### src/rtl/mux_sel_pipe_pkg.sv
// Shared decode-stage constants and types for the register-destination select path.
// Holds the select codes and the skid-buffer occupancy encoding.
package mips_pkg;

  localparam int REG_W  = 5;
  localparam int DATA_W = 32;

  localparam logic [REG_W-1:0] RA_IDX = 5'd31;

  typedef enum logic [1:0] {
    SEL_RT = 2'd0,
    SEL_RD = 2'd1,
    SEL_RA = 2'd2
  } sel_code_e;

  // Encoding is {skid_valid, main_valid}; 2'b10 cannot occur.
  typedef enum logic [1:0] {
    BUF_EMPTY = 2'b00,
    BUF_ONE   = 2'b01,
    BUF_FULL  = 2'b11
  } buf_state_e;

  function automatic logic sel_in_range(input int unsigned sel, input int unsigned num_in);
    return sel < num_in;
  endfunction

endpackage

### src/rtl/mux_sel_pipe_if.sv
// Handshake bundle between decode, the select pipe and the ID/EX register.
// sel_err exists only when MUX_SEL_CHECK_EN is defined.
interface mux_sel_pipe_if #(
  parameter int WIDTH     = 5,
  parameter int NUM_IN    = 4,
  parameter int OUT_WIDTH = 32
);

  localparam int SEL_W = $clog2(NUM_IN);

  logic [NUM_IN*WIDTH-1:0] in_bus;
  logic [SEL_W-1:0]        sel;
  logic                    in_valid;
  logic                    in_ready;
  logic [OUT_WIDTH-1:0]    out_data;
  logic                    out_valid;
  logic                    out_ready;
`ifdef MUX_SEL_CHECK_EN
  logic                    sel_err;

  modport master (
    output in_bus, sel, in_valid, out_ready,
    input  in_ready, out_data, out_valid, sel_err
  );

  modport slave (
    input  in_bus, sel, in_valid, out_ready,
    output in_ready, out_data, out_valid, sel_err
  );
`else
  modport master (
    output in_bus, sel, in_valid, out_ready,
    input  in_ready, out_data, out_valid
  );

  modport slave (
    input  in_bus, sel, in_valid, out_ready,
    output in_ready, out_data, out_valid
  );
`endif

endinterface

### src/rtl/mux_sel_pipe_skid.sv
// Two-entry skid buffer: main register drives the output, skid catches one item
// while downstream stalls so in_ready depends only on local state.
//
// state     | meaning
// ----------+-----------------------------------------------
// BUF_EMPTY | nothing held, output invalid
// BUF_ONE   | main holds the head item, skid empty
// BUF_FULL  | main holds head, skid holds next; upstream stalled
module mux_skid_buf
  import mips_pkg::*;
#(
  parameter int PW = 32
) (
  input  logic          Clk,
  input  logic          Rst,
  input  logic          in_valid,
  output logic          in_ready,
  input  logic [PW-1:0] in_data,
  output logic          out_valid,
  input  logic          out_ready,
  output logic [PW-1:0] out_data
);

  buf_state_e    state, state_nxt;
  logic [PW-1:0] main_data, skid_data;
  logic          acc, drn;
  logic          ld_main_in, ld_main_skid, ld_skid;

  assign in_ready  = ~state[1];
  assign out_valid = state[0];
  assign out_data  = main_data;

  assign acc = in_valid & in_ready;
  assign drn = out_valid & out_ready;

  always_comb begin
    state_nxt    = state;
    ld_main_in   = 1'b0;
    ld_main_skid = 1'b0;
    ld_skid      = 1'b0;
    case (state)
      BUF_EMPTY: begin
        if (acc) begin
          state_nxt  = BUF_ONE;
          ld_main_in = 1'b1;
        end
      end
      BUF_ONE: begin
        if (acc && drn) begin
          ld_main_in = 1'b1;
        end else if (acc) begin
          state_nxt = BUF_FULL;
          ld_skid   = 1'b1;
        end else if (drn) begin
          state_nxt = BUF_EMPTY;
        end
      end
      BUF_FULL: begin
        if (drn) begin
          state_nxt    = BUF_ONE;
          ld_main_skid = 1'b1;
        end
      end
      default: state_nxt = BUF_EMPTY;
    endcase
  end

  always_ff @(posedge Clk) begin
    if (Rst) state <= BUF_EMPTY;
    else     state <= state_nxt;
  end

  // main keeps its last value across bubbles; only loads move it
  always_ff @(posedge Clk) begin
    if (Rst) begin
      main_data <= '0;
      skid_data <= '0;
    end else begin
      if (ld_main_in)        main_data <= in_data;
      else if (ld_main_skid) main_data <= skid_data;
      if (ld_skid)           skid_data <= in_data;
    end
  end

endmodule

### src/rtl/mux_sel_pipe.sv
// N-input register-destination select, zero-extended, behind a 2-entry skid buffer.
// Define MUX_SEL_CHECK_EN to carry an out-of-range-select flag out on sel_err.
module mux_sel_pipe
  import mips_pkg::*;
#(
  parameter int WIDTH     = REG_W,
  parameter int NUM_IN    = 4,
  parameter int OUT_WIDTH = DATA_W
) (
  input  logic          Clk,
  input  logic          Rst,
  mux_sel_pipe_if.slave bus
);

  localparam int SEL_W = $clog2(NUM_IN);
`ifdef MUX_SEL_CHECK_EN
  localparam int PW = OUT_WIDTH + 1;
`else
  localparam int PW = OUT_WIDTH;
`endif

  logic [WIDTH-1:0] sel_val;
  logic [PW-1:0]    pay_in, pay_out;

  // an unmatched select (only possible for non-power-of-2 NUM_IN) leaves zero
  always_comb begin
    sel_val = '0;
    for (int i = 0; i < NUM_IN; i++) begin
      if (bus.sel == SEL_W'(i)) sel_val = bus.in_bus[i*WIDTH +: WIDTH];
    end
  end

`ifdef MUX_SEL_CHECK_EN
  assign pay_in = {~sel_in_range(32'(bus.sel), NUM_IN), OUT_WIDTH'(sel_val)};
`else
  assign pay_in = OUT_WIDTH'(sel_val);
`endif

  mux_skid_buf #(.PW(PW)) u_skid (
    .Clk       (Clk),
    .Rst       (Rst),
    .in_valid  (bus.in_valid),
    .in_ready  (bus.in_ready),
    .in_data   (pay_in),
    .out_valid (bus.out_valid),
    .out_ready (bus.out_ready),
    .out_data  (pay_out)
  );

  assign bus.out_data = pay_out[OUT_WIDTH-1:0];
`ifdef MUX_SEL_CHECK_EN
  assign bus.sel_err  = pay_out[OUT_WIDTH] & bus.out_valid;
`endif

endmodule

### src/flat_wrapper.sv
// flat-port wrapper written by rule: the top's interface ports become plain ports
module mux_sel_pipe_flat import mips_pkg::*;
#(
  parameter int WIDTH     = REG_W,
  parameter int NUM_IN    = 4,
  parameter int OUT_WIDTH = DATA_W
)
  (Clk, Rst, bus_in_bus, bus_sel, bus_in_valid, bus_out_ready, bus_in_ready, bus_out_data, bus_out_valid);
  mux_sel_pipe_if #(.WIDTH(WIDTH), .NUM_IN(NUM_IN), .OUT_WIDTH(OUT_WIDTH)) bus_i ();
  input  logic Clk;
  input  logic Rst;
  input wire logic [$bits(bus_i.in_bus)-1:0] bus_in_bus;
  input wire logic [$bits(bus_i.sel)-1:0] bus_sel;
  input wire logic [$bits(bus_i.in_valid)-1:0] bus_in_valid;
  input wire logic [$bits(bus_i.out_ready)-1:0] bus_out_ready;
  output wire logic [$bits(bus_i.in_ready)-1:0] bus_in_ready;
  output wire logic [$bits(bus_i.out_data)-1:0] bus_out_data;
  output wire logic [$bits(bus_i.out_valid)-1:0] bus_out_valid;
  assign bus_i.in_bus = bus_in_bus;
  assign bus_i.sel = bus_sel;
  assign bus_i.in_valid = bus_in_valid;
  assign bus_i.out_ready = bus_out_ready;
  assign bus_in_ready = bus_i.in_ready;
  assign bus_out_data = bus_i.out_data;
  assign bus_out_valid = bus_i.out_valid;
  mux_sel_pipe #(.WIDTH(WIDTH), .NUM_IN(NUM_IN), .OUT_WIDTH(OUT_WIDTH)) u_core (.Clk(Clk), .Rst(Rst), .bus(bus_i));
endmodule
### config.mk
export PLATFORM = sky130hd
export DESIGN_NAME = mux_sel_pipe_flat
export DESIGN_NICKNAME = d
export VERILOG_FILES = /design/src/rtl/mux_sel_pipe_pkg.sv /design/src/rtl/mux_sel_pipe_if.sv /design/src/rtl/mux_sel_pipe_skid.sv /design/src/rtl/mux_sel_pipe.sv /design/src/flat_wrapper.sv
export SDC_FILE = /design/constraint.sdc
export NUM_CORES = 1
export LEC_CHECK = 0
export BUFFER_PORTS_ARGS = -buffer_cell sky130_fd_sc_hd__buf_4
export CAP_MARGIN = 20
export CORE_AREA = 5 5 53 55
export CTS_BUF_LIST = sky130_fd_sc_hd__clkbuf_8
export DETAILED_ROUTE_END_ITERATION = 12
export DIE_AREA = 0 0 58 60
export HOLD_SLACK_MARGIN = 0.1
export MAX_ROUTING_LAYER = met4
export PLACE_DENSITY = 0.88
export REMOVE_ABC_BUFFERS = 1
export SYNTH_ARGS = -nofsm -noshare
export SYNTH_HDL_FRONTEND = slang
export SYNTH_SLANG_ARGS = --single-unit
### constraint.sdc
create_clock -name Clk -period 1.8 [get_ports Clk]
set_input_delay 0 -clock Clk [delete_from_list [all_inputs] [get_ports Clk]]
set_output_delay 0 -clock Clk [all_outputs]
set_load 0.01 [all_outputs]
==> run summary <==
Sorting the synthesized cells by area gives the leading types as sky130_fd_sc_hd__dfxtp_1 (26%), sky130_fd_sc_hd__buf_4 (22%), sky130_fd_sc_hd__mux4_2 (12%), sky130_fd_sc_hd__mux2i_1 (12%), sky130_fd_sc_hd__ha_1 (5.3%). Along the worst path, the maximum fanout reaches 8. The hold buffer count at CTS was 1; the post-route clock period utilization was 91.8%. The net switching fraction of the power is 34.7%.

Compared with the post-synthesis result, the final layout area differs by 22.9%. Synthesis handed over a netlist of 96 instances. Post-CTS timing repair inserted 0 buffers for setup. The logs give 0.778 for the final weighted congestion of routability-driven global placement and 0.00234 mm² for the area of the core. After the first detailed-routing iteration, the DRC count stood at 9. The logs give 0 ns for the final sum of negative setup slack and 0.24 ns for the source-to-sink clock delay at the later pin of the worst-skew pair. During synthesis, Yosys emitted a total of 0 warnings. TritonCTS built the clock tree. For this run, the leading register cell type out of synthesis is sky130_fd_sc_hd__dfxtp_1.

The smallest setup slack after layout was 0.147 ns; the detailed-route wire length was 2070 µm. In this run, flip-flops and latches consume 32.8% of the power. Based on the critical path, the design can be clocked at up to 0.605 GHz. Global routing finished with a remaining overflow of 0. The mean cell area of the mapped netlist came out at 9.80 µm². The logs give 0 for the number of endpoints with negative hold slack in the final report and 0.190 ns for the worst-case setup slack after placement. Subtracting the final worst setup slack from the clock period gives 1.65 ns. The fraction of registers with async set or reset after synthesis is 0%.

The synthesized netlist occupies a cell area of 941 µm². Max-cap violations in this run came to 0. The critical path is of the reg2reg type. Setup repair after global routing left no endpoint under its margin. Input and output buffers added on the ports amount to 32. STA puts the critical path data required time at 1.97 ns. The run gives 1700 µm as the post-DP HPWL. The count of cells resized by post-cts repair is 0, and the worst-case clock buffer depth is 2.

The net total in the final layout came out at 160. The share of total power dissipated in combinational logic is 42.5%. Most numerous cell in the Yosys netlist: sky130_fd_sc_hd__buf_4.

Yosys mapped the design onto 22 distinct sky130hd cell types. The clock drives 12 sinks. The power density relative to cell area was 1020 mW/mm²; the net switching component of the power was 410 µW. The worst voltage drop across the vdd grid is 0.698 mV, and the number of top-level pins is 60.

Clock-pin slew was measured on the worst setup and hold paths at 0.05 ns. For this run, design rule violations remaining after detail routing come to 0. The number of antenna violations at the first check in global routing was 0; the design internal power was 769 µW. At the worst endpoint, the arrival time is 1.82 ns. The number of clock buffers added by TritonCTS is 3. For the total vias in the final route, the log shows 767. The first TritonRoute pass finished after 4 iterations. In this run, synthesis produced a sequential element count of 12. The first global-routing pass estimated 3330 µm of wire. The number of nets still failing antenna checks after routing is 0. Number of slew-limit violations in the final report: 0. The run finished with clean final reports. The detail-routed net length per standard cell was 13.0 µm; the via count of the first global-routing pass was 800.

In this run the horizontal extent of the chip is 58 µm. The analysis attributes to cell leakage a power of 0.000574 µW. Category of the worst setup path capture point: a flop. The startpoint kind of the worst setup timing path is a flop. Entering global routing, the biggest net connects 14 pins. The area of the die is 0.00348 mm². Setup violations remaining at the end of the flow were counted as 0. The fraction of post-synthesis cell area in the top cell type by area was 25.5%. The clock root buffer master is sky130_fd_sc_hd__clkbuf_8.

Once the floorplan was initialized, standard cells occupied 40.2% of the core. The number of synthesized flops with an enable pin is 0, and the overall global routing resource usage is 12.9%. The diode insertion count for antenna repair is 0.

Across the routed clock network, the largest skew measured is 0.00158 ns. For this run, the register share of the synthesized area comes to 25.5%. The number of core rows is 18, and the proportion of layout cells with a drive suffix above 1 is 34.1%. Using the TritonRoute via totals, the vias-per-cell ratio works out to 4.82. The floorplan step set the die height to 60 µm. The library cell occupying the most area in the post-synthesis netlist is sky130_fd_sc_hd__dfxtp_1.

The worst hold path belongs to the class in2reg. The clock network burns 24.7% of the power. The commonest cells after synthesis are sky130_fd_sc_hd__buf_4 (28), sky130_fd_sc_hd__dfxtp_1 (12), sky130_fd_sc_hd__mux2i_1 (11), sky130_fd_sc_hd__nor2_1 (10), sky130_fd_sc_hd__a211oi_1 (6).

For the H-tree depth, the log shows 1.
## cells in the final DEF (no fill, tap or decap)
cell type / n
sky130_fd_sc_hd__nand3_1: 1
sky130_fd_sc_hd__clkbuf_8: 4
sky130_fd_sc_hd__nor2_1: 10
sky130_fd_sc_hd__mux2i_1: 11
sky130_fd_sc_hd__inv_1: 2
sky130_fd_sc_hd__and3_1: 2
sky130_fd_sc_hd__a21boi_2: 1
sky130_fd_sc_hd__dlygate4sd3_1: 1
sky130_fd_sc_hd__conb_1: 27
sky130_fd_sc_hd__a22oi_1: 1
sky130_fd_sc_hd__a21oi_1: 1
sky130_fd_sc_hd__mux4_2: 5
sky130_fd_sc_hd__nand2_1: 3
sky130_fd_sc_hd__xnor2_1: 1
sky130_fd_sc_hd__o21ai_4: 1
sky130_fd_sc_hd__nand2b_1: 2
sky130_fd_sc_hd__buf_4: 32
sky130_fd_sc_hd__a211oi_1: 6
sky130_fd_sc_hd__ha_1: 4
sky130_fd_sc_hd__a211o_1: 1
sky130_fd_sc_hd__dfxtp_1: 12
sky130_fd_sc_hd__and2b_4: 1
## kinds of logic (layout without fill, tap and decap cells)
logic type,after synthesis,count (layout),synth area share [%]
flip-flops,12,12,25.5
other,1,27,0.399
buffers and inverters,32,39,24.7
AO/OA/AOI/OAI,11,11,9.97
AND/OR/NAND/NOR,19,19,9.44
multiplexers,16,16,23.7
XOR/XNOR,1,1,0.931
adder cells (fa/ha/maj),4,4,5.32
## final timing paths
kind | start | end | slack, ns | depth (start not counted)
min reg2reg | u_core.u_skid.skid_data[0] | u_core.u_skid.skid_data[0] | 0.50 | 2
max | u_core.u_skid.state[0] | u_core.u_skid.state[0] | 0.15 | 5
max reg2reg | u_core.u_skid.state[0] | u_core.u_skid.state[0] | 0.15 | 5
min | bus_in_valid | u_core.u_skid.state[1] | 0.12 | 3
## cell type report
cell class | instances | area, µm²
multi-input cells | 78 | 566
repair buffers | 33 | 250
clock buffers | 4 | 55.1
well taps | 30 | 37.5
fillers | 210 | 1190
flip-flops and latches | 12 | 240
inverters | 2 | 7.51
## stage by stage
step	util, %	instances	total power [µW]	instance area (µm²)	hold slack [ns]
after floorplan	-	92	693	813	0.0724
after detailed placement	46.6	154	880	1090	0.278
after global routing	49.4	159	1250	1160	0.131
final	49.4	159	1180	1160	0.117
after global placement	46.6	154	852	1090	0.276
after CTS	49.4	159	1180	1160	0.107
## metal layers
metal | global-route usage, % | part of all wire [%]
met5 | - | 0
met1 | 14.5 | 40
met4 | 6.62 | 2.1
met3 | 3.02 | 11
met2 | 21.5 | 47
## power groups by stage
stage | combinational [µW] | clock [µW] | sequential (µW)
after detailed placement | 493 | 0 | 387
after CTS | 498 | 297 | 383
after global placement | 469 | 0 | 383
final | 501 | 291 | 387
after floorplan | 299 | 0 | 394
after global routing | 549 | 311 | 394
## state kept, by name, indices dropped and copies added (netlist names)
register,cells
u_core.u_skid.out_data,5
u_core.u_skid.skid_data,5
u_core.u_skid.state,2
## critical path, cell delays in order (launching register included)
cell                       delay (ns)
sky130_fd_sc_hd__dfxtp_1         0.48
sky130_fd_sc_hd__inv_1           0.13
sky130_fd_sc_hd__ha_1            0.27
sky130_fd_sc_hd__a22oi_1         0.30
sky130_fd_sc_hd__a21boi_2        0.23
sky130_fd_sc_hd__mux2i_1         0.18
Power figures use the tool's default switching activity.
